`src/rtl/gate_trigger_scheduler.sv`:
```
// gate_trigger_scheduler
// Collects one-shot fire pulses from the gate array and hands them, round-robin,
// to the shared wire-propagation engine over a valid/ready handshake. Each frame
// ends with a single gate_reset/frame_done pulse so the gates can fire again.
// Optional build macro: SCHED_STATS_EN adds the stat_last / stat_max outputs.
module gate_trigger_scheduler #(
    parameter int unsigned N_GATES  = 8,
    parameter int unsigned ID_W     = 3,
    parameter int unsigned MAX_TRIG = 64,
    parameter int unsigned CNT_W    = 7
) (
    input  logic               clk,
    input  logic               logic_reset_n,
    input  logic               frame_start,
    input  logic [N_GATES-1:0] req,
    output logic               grant_valid,
    output logic [ID_W-1:0]    grant_id,
    input  logic               grant_ready,
    input  logic               eng_done,
    output logic               gate_reset,
    output logic               frame_done,
    output logic               frame_busy,
    output logic               overflow
`ifdef SCHED_STATS_EN
    ,
    output logic [CNT_W-1:0]   stat_last,
    output logic [CNT_W-1:0]   stat_max
`endif
);

    typedef enum logic [1:0] {
        S_IDLE,
        S_ARB,
        S_WAIT,
        S_FLUSH
    } state_t;

    localparam logic [CNT_W-1:0] MAX_CNT = CNT_W'(MAX_TRIG);

    state_t             state;
    logic [N_GATES-1:0] pending;
    logic [N_GATES-1:0] clr;
    logic [ID_W-1:0]    rr_ptr;
    logic [ID_W-1:0]    arb_id;
    logic [ID_W-1:0]    lock_id;
    logic [ID_W-1:0]    sel_id;
    logic [ID_W-1:0]    next_ptr;
    logic               lock;
    logic               found;
    logic               any_pending;
    logic               handshake;
    logic [CNT_W-1:0]   trig_cnt;
    int unsigned        idx;

    // Round-robin search: first pending gate at or after rr_ptr, wrapping to 0
    always_comb begin
        arb_id = '0;
        found  = 1'b0;
        idx    = 0;
        for (int unsigned k = 0; k < N_GATES; k++) begin
            idx = (32'(rr_ptr) + k) % N_GATES;
            if (!found && pending[idx]) begin
                found  = 1'b1;
                arb_id = ID_W'(idx);
            end
        end
    end

    // Offer decode; a stalled offer keeps its locked id so late requests cannot reorder it
    always_comb begin
        any_pending = |pending;
        sel_id      = lock ? lock_id : arb_id;
        grant_valid = (state == S_ARB) && any_pending;
        grant_id    = grant_valid ? sel_id : '0;
        handshake   = grant_valid && grant_ready;
        next_ptr    = (32'(sel_id) == N_GATES - 1) ? '0 : sel_id + 1'b1;
        clr         = '0;
        if (handshake) begin
            clr[sel_id] = 1'b1;
        end
        gate_reset  = (state == S_FLUSH);
        frame_done  = (state == S_FLUSH);
        frame_busy  = (state != S_IDLE);
    end

    // Pending trigger flags: new fire pulses win over the handshake clear; FLUSH drops all
    always_ff @(posedge clk or negedge logic_reset_n) begin
        if (!logic_reset_n) begin
            pending <= '0;
        end else if (state == S_FLUSH) begin
            pending <= '0;
        end else begin
            pending <= (pending & ~clr) | req;
        end
    end

    // Frame FSM with round-robin pointer, grant counter, overflow flag and offer lock
    always_ff @(posedge clk or negedge logic_reset_n) begin
        if (!logic_reset_n) begin
            state    <= S_IDLE;
            rr_ptr   <= '0;
            trig_cnt <= '0;
            overflow <= 1'b0;
            lock     <= 1'b0;
            lock_id  <= '0;
        end else begin
            case (state)
                S_IDLE: begin
                    if (frame_start) begin
                        state    <= S_ARB;
                        trig_cnt <= '0;
                        overflow <= 1'b0;
                    end
                end
                S_ARB: begin
                    if (handshake) begin
                        rr_ptr   <= next_ptr;
                        trig_cnt <= trig_cnt + 1'b1;
                        lock     <= 1'b0;
                        state    <= S_WAIT;
                    end else if (!any_pending) begin
                        lock  <= 1'b0;
                        state <= S_FLUSH;
                    end else begin
                        lock    <= 1'b1;
                        lock_id <= sel_id;
                    end
                end
                S_WAIT: begin
                    if (eng_done) begin
                        if (trig_cnt == MAX_CNT) begin
                            overflow <= 1'b1;
                            state    <= S_FLUSH;
                        end else begin
                            state <= S_ARB;
                        end
                    end
                end
                S_FLUSH: begin
                    state <= S_IDLE;
                end
                default: begin
                    state <= S_IDLE;
                end
            endcase
        end
    end

`ifdef SCHED_STATS_EN
    // Frame statistics captured as each frame is flushed
    always_ff @(posedge clk or negedge logic_reset_n) begin
        if (!logic_reset_n) begin
            stat_last <= '0;
            stat_max  <= '0;
        end else if (state == S_FLUSH) begin
            stat_last <= trig_cnt;
            if (trig_cnt > stat_max) begin
                stat_max <= trig_cnt;
            end
        end
    end
`endif

endmodule

```
`config.mk`:
```
export PLATFORM = sky130hd
export DESIGN_NAME = gate_trigger_scheduler
export DESIGN_NICKNAME = d
export VERILOG_FILES = /design/src/rtl/gate_trigger_scheduler.sv
export SDC_FILE = /design/constraint.sdc
export NUM_CORES = 1
export LEC_CHECK = 0
export ABC_CLOCK_PERIOD_IN_PS = 5900
export CORE_MARGIN = 2
export CORE_UTILIZATION = 31
export DETAILED_ROUTE_END_ITERATION = 6
export SLEW_MARGIN = 20
export SYNTH_ARGS = -nofsm -noshare
export SYNTH_HDL_FRONTEND = slang
export SYNTH_SLANG_ARGS = --single-unit
```
`constraint.sdc`:
```
create_clock -name clk -period 5.9 [get_ports clk]
set_clock_uncertainty 0.1 [all_clocks]
set_input_delay 1.77 -clock clk [delete_from_list [all_inputs] [get_ports clk]]
set_output_delay 1.77 -clock clk [all_outputs]
set_load 0.05 [all_outputs]
```
==> impl_metrics.toml, run 1 <==
[worst_setup_path]
cp_data_required_time_ns = 4.03
rr_worst_depth = 10
critPathLaunchType = "flip-flop"
arrival_ns = 3.91
path_class = "reg2out"
reg2reg_setup_slack_ns = 1.90
reg2reg_to = "pending[7]$_DFF_PN0_"
r2r_start = "rr_ptr[0]$_DFFE_PN0P_"
crit_fanout = 13
end_kind = "primary output"

[sta]
rsz0062_at_grt = "false"
fin_crit_sh_pct = 98.0
max_freq_ghz = 0.173
tns_ns = 0
maxSlewViolCount = 0
hold_viol = 0
max_slew_margin_pct = 37.3
worst_pin_slew_ns = 0.941
finalSetupViolations = 0
fin_crit_ns = 5.78

[cells_and_area]
nets = 277
multiInputGateArea_sq_um = 1600
syn_to_final_growth_pct = 14.4
drive_above_1_share_pct = 16.7
fillers = 776
postLayoutCoreUtil_pct = 36.9
diodes = 0
layout.area.seq_sq_um = 626

[floorplanning]
initial_core_util_pct = 32.3
rows = 31
coreArea_sq_um = 7290
die_h_um = 91.1
pin_count = 21
fp.dieW_um = 91.1
fp.dieArea_sq_um = 8300

[route]
firstDrtPassIters = 6
drt-met1-wl_um = 2790
drt_iter0_markers = 194
drc_errors = 0
routed-wl-met2_um = 2940
wl_met3_um = 257
postRouteAntennaNets = 0
routed_wl_um = 6090
route.vias.total = 2084
routedWlPerCell_um = 17.1
avgViaCountPerCell = 5.84
routed.top_layer = "met4"

[global_route]
grt_max_degree = 26
grtUsageTotal_pct = 15.0
grt_pass1_vias = 1971
overflow = 0
grt_pass1_wl_um = 10200
antenna_found_initial = 0

[clock_tree]
clk_pin_slew_ns = 0.09
clockRootBuffer = "clkbuf_8"
insertion_delay_ns = 0.27
cts_setup_buffers = 0
cts_made_buffers = 3
tritoncts = "built"
cts_resized = 0
clock_path_buffers = 2
cts_max_level = 1
cts.sink_count = 25
ctsHoldBuffers = 0

[logic_synthesis]
synthArstFlopShare_pct = 100
ys_warn_count = 0
synth_top_cell_by_area = "dfrtp_1"
synthTopCellsByArea = "dfrtp_1 (27%), mux4_2 (11%), a21oi_1 (3.6%), o21ai_0 (3.6%), mux2i_1 (3.4%)"
synth-seq-cells = 25
synth-edff-count = 0
synth_area_sq_um = 2350
yosysSeqAreaShare_pct = 26.6
synth_flop_cell = "dfrtp_1"
avgSynthCellArea_sq_um = 9.56
syn-instance-count = 246
synth_cell_types = 62
yosysTopAreaCellShare_pct = 26.6
synth_nets = 264

[hold_path]
hp-start = "trig_cnt[6]$_DFFE_PN0P_"
worstHoldPathCells = 1
hp-class = "reg2reg"
min_to = "trig_cnt[6]$_DFFE_PN0P_"

[place]
gp_congestion = 0.908
numPortBuffers = 20
hpwl_um = 4430

[run]
drv_cap = 0

[run_status]
status = "finished clean"
[cell usage after synthesis (4+ instances only)]
cell,count
nor3_1,9
a21o_1,4
a21oi_1,17
dfrtp_1,25
o21ai_0,17
and2_1,4
mux2_2,7
inv_1,11
nand3_1,7
nor2_1,13
ha_1,5
nand2_1,15
clkbuf_1,7
a31oi_1,6
mux4_2,12
nor2b_1,6
buf_4,5
mux2i_1,8
[stage by stage]
step | cell area (sq um) | std cells | hold slack [ns] | setup slack, ns
final | 2690 | 357 | 0.416 | 0.119
after global routing | 2690 | 357 | 0.455 | 0.00961
after CTS | 2690 | 357 | 0.421 | 0.107
after detailed placement | 2640 | 353 | 0.405 | 0.429
after global placement | 2640 | 353 | 0.391 | 0.491
after floorplan | 2350 | 246 | 0.358 | 0.628
[layout make-up]
type	instances	share of cell area [%]
Sequential cell	25	23.2
Tap cell	99	4.60
Inverter	12	1.67
Multi-Input combinational cell	194	59.4
Timing Repair Buffer	23	9.39
Clock buffer	4	1.67
[state kept, by name, summed over array words and instances, names as in the netlist]
signal,flops
lock_id,3
lock,1
pending,8
state,2
rr_ptr,3
trig_cnt,7
overflow,1
[layer usage]
metal	vias to the layer above	track usage [%]
li1	977	-
met1	1017	20.9
met2	79	24.9
met3	11	0.913
met4	0	4.92
met5	-	0
[layout by cell type, fill, tap and decap left out, types with 4 or more instances in the layout]
cell | synthesis | routed
mux2i_1 | 8 | 8
and2_1 | 4 | 4
a21oi_1 | 17 | 17
ha_1 | 5 | 4
dfrtp_1 | 25 | 25
o21ai_0 | 17 | 17
nor2_1 | 13 | 13
nor2b_1 | 6 | 6
a31oi_1 | 6 | 6
mux4_2 | 12 | 12
mux2_2 | 7 | 7
clkdlybuf4s50_1 | 0 | 17
nand2_1 | 15 | 15
inv_1 | 11 | 11
a21o_1 | 4 | 4
nand3_1 | 7 | 7
nor3_1 | 9 | 9
[critical path, stage by stage, from the launching register on]
cell	delay [ns]
dfrtp_1	0.36
clkinv_1	0.21
ha_2	0.58
mux4_2	0.61
mux2_4	0.34
o41ai_2	0.39
a311oi_1	0.14
a311oi_1	0.42
a21oi_2	0.16
and2b_1	0.27
buf_12	0.14
[worst max-delay path by stage]
stage                                      from           to  slack, ns
final                     rr_ptr[0]$_DFFE_PN0P_  grant_id[0]       0.12
after global routing      rr_ptr[0]$_DFFE_PN0P_  grant_id[0]       0.01
after CTS                 rr_ptr[0]$_DFFE_PN0P_  grant_id[0]       0.11
after detailed placement  rr_ptr[0]$_DFFE_PN0P_  grant_id[0]       0.43
after global placement    rr_ptr[0]$_DFFE_PN0P_  grant_id[0]       0.49
after floorplan           rr_ptr[0]$_DFFE_PN0P_  grant_id[1]       0.63
[logic make-up (layout without fill, tap and decap cells)]
family | count (synthesis) | in the layout | share of synthesized area [%]
buffers and inverters | 27 | 39 | 5.53
adder cells (fa/ha/maj) | 5 | 5 | 2.66
AND/OR/NAND/NOR | 70 | 70 | 15.1
multiplexers | 31 | 31 | 22.1
AO/OA/AOI/OAI | 83 | 83 | 26.2
XOR/XNOR | 5 | 5 | 1.86
flip-flops | 25 | 25 | 26.6
Power of run 1 is not shown: default switching activity piles up to over one toggle a cycle in this logic, so the estimate is an artifact.
==> run 2, diff against run 1 <==
--- a/config.mk
+++ b/config.mk
@@ -9,6 +9,7 @@
 export CORE_MARGIN = 2
 export CORE_UTILIZATION = 31
 export DETAILED_ROUTE_END_ITERATION = 6
+export REMOVE_ABC_BUFFERS = 1
 export SLEW_MARGIN = 20
 export SYNTH_ARGS = -nofsm -noshare
 export SYNTH_HDL_FRONTEND = slang
==> run 2 against run 1 <==
- sequential cell count unchanged
- critical path type unchanged
- routed wire length down 2.2%
- core utilization up 0.10 points
- clock-buffer cell count unchanged
==> impl_metrics.toml, run 2 (same netlist as run 1, synthesis figures left out) <==
[cells_and_area]
final_cell_mix = "dfrtp_1 (25), a21oi_1 (17), o21ai_0 (17), clkdlybuf4s50_1 (17), nand2_1 (15)"
largest_reg_flops = 8
fillers = 755
final_common_cell = "dfrtp_1"
largest-register = "pending"
diodes = 0
reg_top3 = "pending (8), trig_cnt (7)"
nets = 278
syn_to_final_growth_pct = 14.7
fin_cells = 358
drive_above_1_share_pct = 17.0

[place]
dp.cells = 354
numPortBuffers = 20
gp_congestion = 0.902
hpwl_um = 4370
dp_worst_setup_slack_ns = 0.449

[sta]
max_slew_margin_pct = 36.0
maxSlewViolCount = 0
rsz0062_at_grt = "false"
max_freq_ghz = 0.177
fin_crit_sh_pct = 95.6
fin_crit_ns = 5.64
tns_ns = 0
finalSetupViolations = 0
hold_viol = 0
fin_ws_ns = 0.259
worst_pin_slew_ns = 0.960

[floorplanning]
die_h_um = 91.1
rows = 31
initial_core_util_pct = 32.3
coreArea_sq_um = 7290
fp.dieW_um = 91.1
fp.dieArea_sq_um = 8300
pin_count = 21

[clock_tree]
clock_path_buffers = 2
cts.sink_count = 25
clockRootBuffer = "clkbuf_8"
tritoncts = "built"
insertion_delay_ns = 0.26
clk_pin_slew_ns = 0.09
cts_made_buffers = 3
cts_max_level = 1

[route]
avgViaCountPerCell = 5.88
routedWlPerCell_um = 16.7
drt_iter0_markers = 244
postRouteAntennaNets = 0
drc_errors = 0
firstDrtPassIters = 5
route.vias.total = 2105
routed_wl_um = 5960

[run]
drv_cap = 0

[worst_setup_path]
cp_data_required_time_ns = 4.03
crit_fanout = 13
cpPeakStageDelay_ns = 0.60
arrival_ns = 3.77
path_class = "reg2out"
critPathLaunchType = "flip-flop"
path_common_cell = "a311oi_1"
cp_cell_sequence = "clkinv_1, ha_2, mux4_2, mux2_4, o41ai_2, a311oi_1, a311oi_1, a21oi_2, and2b_1, buf_12"
slowest_stage = "mux4_2"
end_kind = "primary output"

[global_route]
grtUsageTotal_pct = 14.8
grt_max_degree = 26
antenna_found_initial = 0
overflow = 0
grt_pass1_vias = 2029
grt_pass1_wl_um = 10200

[run_status]
status = "finished clean"

[hold_path]
hp-class = "reg2reg"
-- run 2: changes by cell type in the layout (fill, tap and decap cells not counted) --
cell | before | now
buf_4 | 3 | 4
-- run 2: cell type report --
type / instances / area [sq um] / area share (%)
Clock buffer: 4 / 45.0 / 1.67
Multi-Input combinational cell: 194 / 1600 / 59.2
Inverter: 12 / 45.0 / 1.67
Timing Repair Buffer: 24 / 260 / 9.64
Sequential cell: 25 / 626 / 23.2
Tap cell: 99 / 124 / 4.59
-- run 2: worst max-delay path, delay by kind of cell, from the launching register on --
family | cells | cell delay [ns]
buffers and inverters | 2 | 0.35
AOI/OAI and AO/OA | 4 | 1.00
DFF | 1 | 0.35
adders and majority gates | 1 | 0.59
muxes | 2 | 0.93
and+or+nand+nor | 1 | 0.27
-- run 2: worst paths after layout --
kind,slack [ns],from,end,cells past startpoint
max in group asynchronous,3.70,logic_reset_n,trig_cnt[0]$_DFFE_PN0P_,2
min,0.40,trig_cnt[6]$_DFFE_PN0P_,trig_cnt[6]$_DFFE_PN0P_,1
min in group asynchronous,1.76,logic_reset_n,overflow$_DFFE_PN0P_,2
min reg2reg,0.40,trig_cnt[6]$_DFFE_PN0P_,trig_cnt[6]$_DFFE_PN0P_,1
max,0.26,rr_ptr[0]$_DFFE_PN0P_,grant_id[0],10
max reg2reg,2.03,rr_ptr[0]$_DFFE_PN0P_,pending[7]$_DFF_PN0_,10
-- run 2: per-stage QoR --
stage,hold WS [ns],cell area [sq um],util (%)
4_1_cts,0.408,2700,37.0
5_1_grt,0.436,2700,37.0
3_5_place_dp,0.392,2650,36.4
3_3_place_gp,0.390,2650,36.4
2_1_floorplan,0.359,2270,-
6_report,0.400,2700,37.0
-- run 2: per-layer routing --
layer  vias to the layer above  part of all wire [%]  GRT usage, %
met5                         -                     0             0
met4                         0                  0.82          2.90
met3                         6                   3.5          1.08
met2                        71                    49          25.0
met1                      1040                    47          21.1
li1                        988                     -             -
-- run 2: timing repair --
item | 4_1_cts | 5_1_grt
resized for setup | 0 | 1
hold endpoints to repair | 0 | 0
buffers inserted | 0 | 0
endpoints found under the setup margin | 0 | 3
hold buffers | 0 | 0
Power of run 2 is left out for the same reason.
==> run 3, diff against run 2 <==
--- a/config.mk
+++ b/config.mk
@@ -9,6 +9,7 @@
 export CORE_MARGIN = 2
 export CORE_UTILIZATION = 31
 export DETAILED_ROUTE_END_ITERATION = 6
+export RECOVER_POWER = 100
 export REMOVE_ABC_BUFFERS = 1
 export SLEW_MARGIN = 20
 export SYNTH_ARGS = -nofsm -noshare
==> run 3 against run 2 <==
- routed wire length fell by 0.60%
- critical endpoint unchanged
- critical path type unchanged
- fmax fell by 0.12%
- highest routed layer unchanged
- largest cell class unchanged
- register-to-register slack barely moved
- global-route usage did not move
==> impl_metrics.toml, run 3 (same netlist as run 1, synthesis figures left out) <==
[floorplanning]
fp.dieArea_sq_um = 8300
rows = 31
fp.dieW_um = 91.1
initial_core_util_pct = 32.3
die_h_um = 91.1
pin_count = 21
coreArea_sq_um = 7290

[cells_and_area]
nets = 278
largest_reg_flops = 8
diodes = 0
reg_top3 = "pending (8), trig_cnt (7)"
fillers = 755
syn_to_final_growth_pct = 14.6
final_common_cell = "dfrtp_1"
largest-register = "pending"
drive_above_1_share_pct = 16.6
final_cell_mix = "dfrtp_1 (25), a21oi_1 (17), o21ai_0 (17), nand2_1 (15), nor2_1 (13)"

[clock_tree]
cts.sink_count = 25
insertion_delay_ns = 0.26
cts_setup_buffers = 0
clk_pin_slew_ns = 0.09
clockRootBuffer = "clkbuf_8"
cts_made_buffers = 3
tritoncts = "built"
ctsHoldBuffers = 0
clock_path_buffers = 2
cts_max_level = 1

[route]
firstDrtPassIters = 4
routed-wl-met2_um = 2950
wl_met3_um = 226
drt_iter0_markers = 245
routed.top_layer = "met4"
postRouteAntennaNets = 0
avgViaCountPerCell = 5.78
routedWlPerCell_um = 16.6
route.vias.total = 2068
routed_wl_um = 5930
drt-met1-wl_um = 2710
drc_errors = 0

[run]
drv_cap = 0

[worst_setup_path]
end_kind = "primary output"
critPathLaunchType = "flip-flop"
cp_data_required_time_ns = 4.03
reg2reg_setup_slack_ns = 2.02
path_class = "reg2out"
arrival_ns = 3.78
crit_fanout = 13

[sta]
max_freq_ghz = 0.177
worst_pin_slew_ns = 1.34
max_slew_margin_pct = 10.5
tns_ns = 0
hold_viol = 0
rsz0062_at_grt = "false"
fin_crit_sh_pct = 95.7
fin_crit_ns = 5.65
fin_ws_ns = 0.252
finalSetupViolations = 0
maxSlewViolCount = 0

[global_route]
grt_pass1_wl_um = 10200
overflow = 0
grt_max_degree = 26
grtUsageTotal_pct = 14.8
grt_pass1_vias = 2029
antenna_found_initial = 0

[hold_path]
hp-class = "reg2reg"

[place]
dp_worst_setup_slack_ns = 0.449
gp_congestion = 0.902
hpwl_um = 4370
numPortBuffers = 20

[run_status]
status = "finished clean"
## run 3: changes by cell type in the layout (fill, tap and decap cells not counted), sizes merged
cell	before	now
clkdlybuf4s50	17	9
dlygate4sd3	0	8
buf	7	6
clkbuf	4	5
## run 3: what timing repair did
| item | CTS | global route |
|---|---|---|
| hold endpoints to repair | 0 | 0 |
| setup endpoints to repair | 0 | 3 |
| gates resized for setup | 0 | 1 |
## run 3: cell type report
class                      count  area (sq um)  area share, %
clock buffer                   4          45.0           1.67
multi-input combinational    194          1600           59.3
tap                           99           124           4.60
timing repair buffer          24           256           9.52
inverter                      12          45.0           1.67
sequential                    25           626           23.2
## run 3: worst paths after layout
check,startpoint,end,depth (start not counted)
hold reg to reg,trig_cnt[6]$_DFFE_PN0P_,trig_cnt[6]$_DFFE_PN0P_,1
max in group asynchronous,logic_reset_n,trig_cnt[0]$_DFFE_PN0P_,2
setup reg to reg,rr_ptr[0]$_DFFE_PN0P_,pending[7]$_DFF_PN0_,10
setup / recovery,rr_ptr[0]$_DFFE_PN0P_,grant_id[0],10
hold / removal,trig_cnt[6]$_DFFE_PN0P_,trig_cnt[6]$_DFFE_PN0P_,1
min in group asynchronous,logic_reset_n,overflow$_DFFE_PN0P_,2
## run 3: routing by layer
metal	vias up	GRT usage, %
met2	57	25.0
met5	-	0
li1	989	-
met1	1018	21.1
met4	0	2.90
met3	4	1.08
## run 3: stage by stage
| step | util (%) | hold WS (ns) | instances | area, sq um |
|---|---|---|---|---|
| after floorplan | - | 0.359 | 231 | 2270 |
| after global placement | 36.4 | 0.390 | 354 | 2650 |
| after detailed placement | 36.4 | 0.392 | 354 | 2650 |
| after CTS | 37.0 | 0.408 | 358 | 2700 |
| after global routing | 37.0 | 0.437 | 358 | 2700 |
| final | 37.0 | 0.400 | 358 | 2700 |
## run 3: worst max-delay path, cell delays in order, from the launching register on
cell      delay, ns
dfrtp_1        0.35
clkinv_1       0.21
ha_2           0.59
mux4_2         0.60
mux2_4         0.33
o41ai_2        0.35
a311oi_1       0.13
a311oi_1       0.37
a21oi_2        0.15
and2b_1        0.27
buf_12         0.14
Power of run 3 is left out for the same reason.
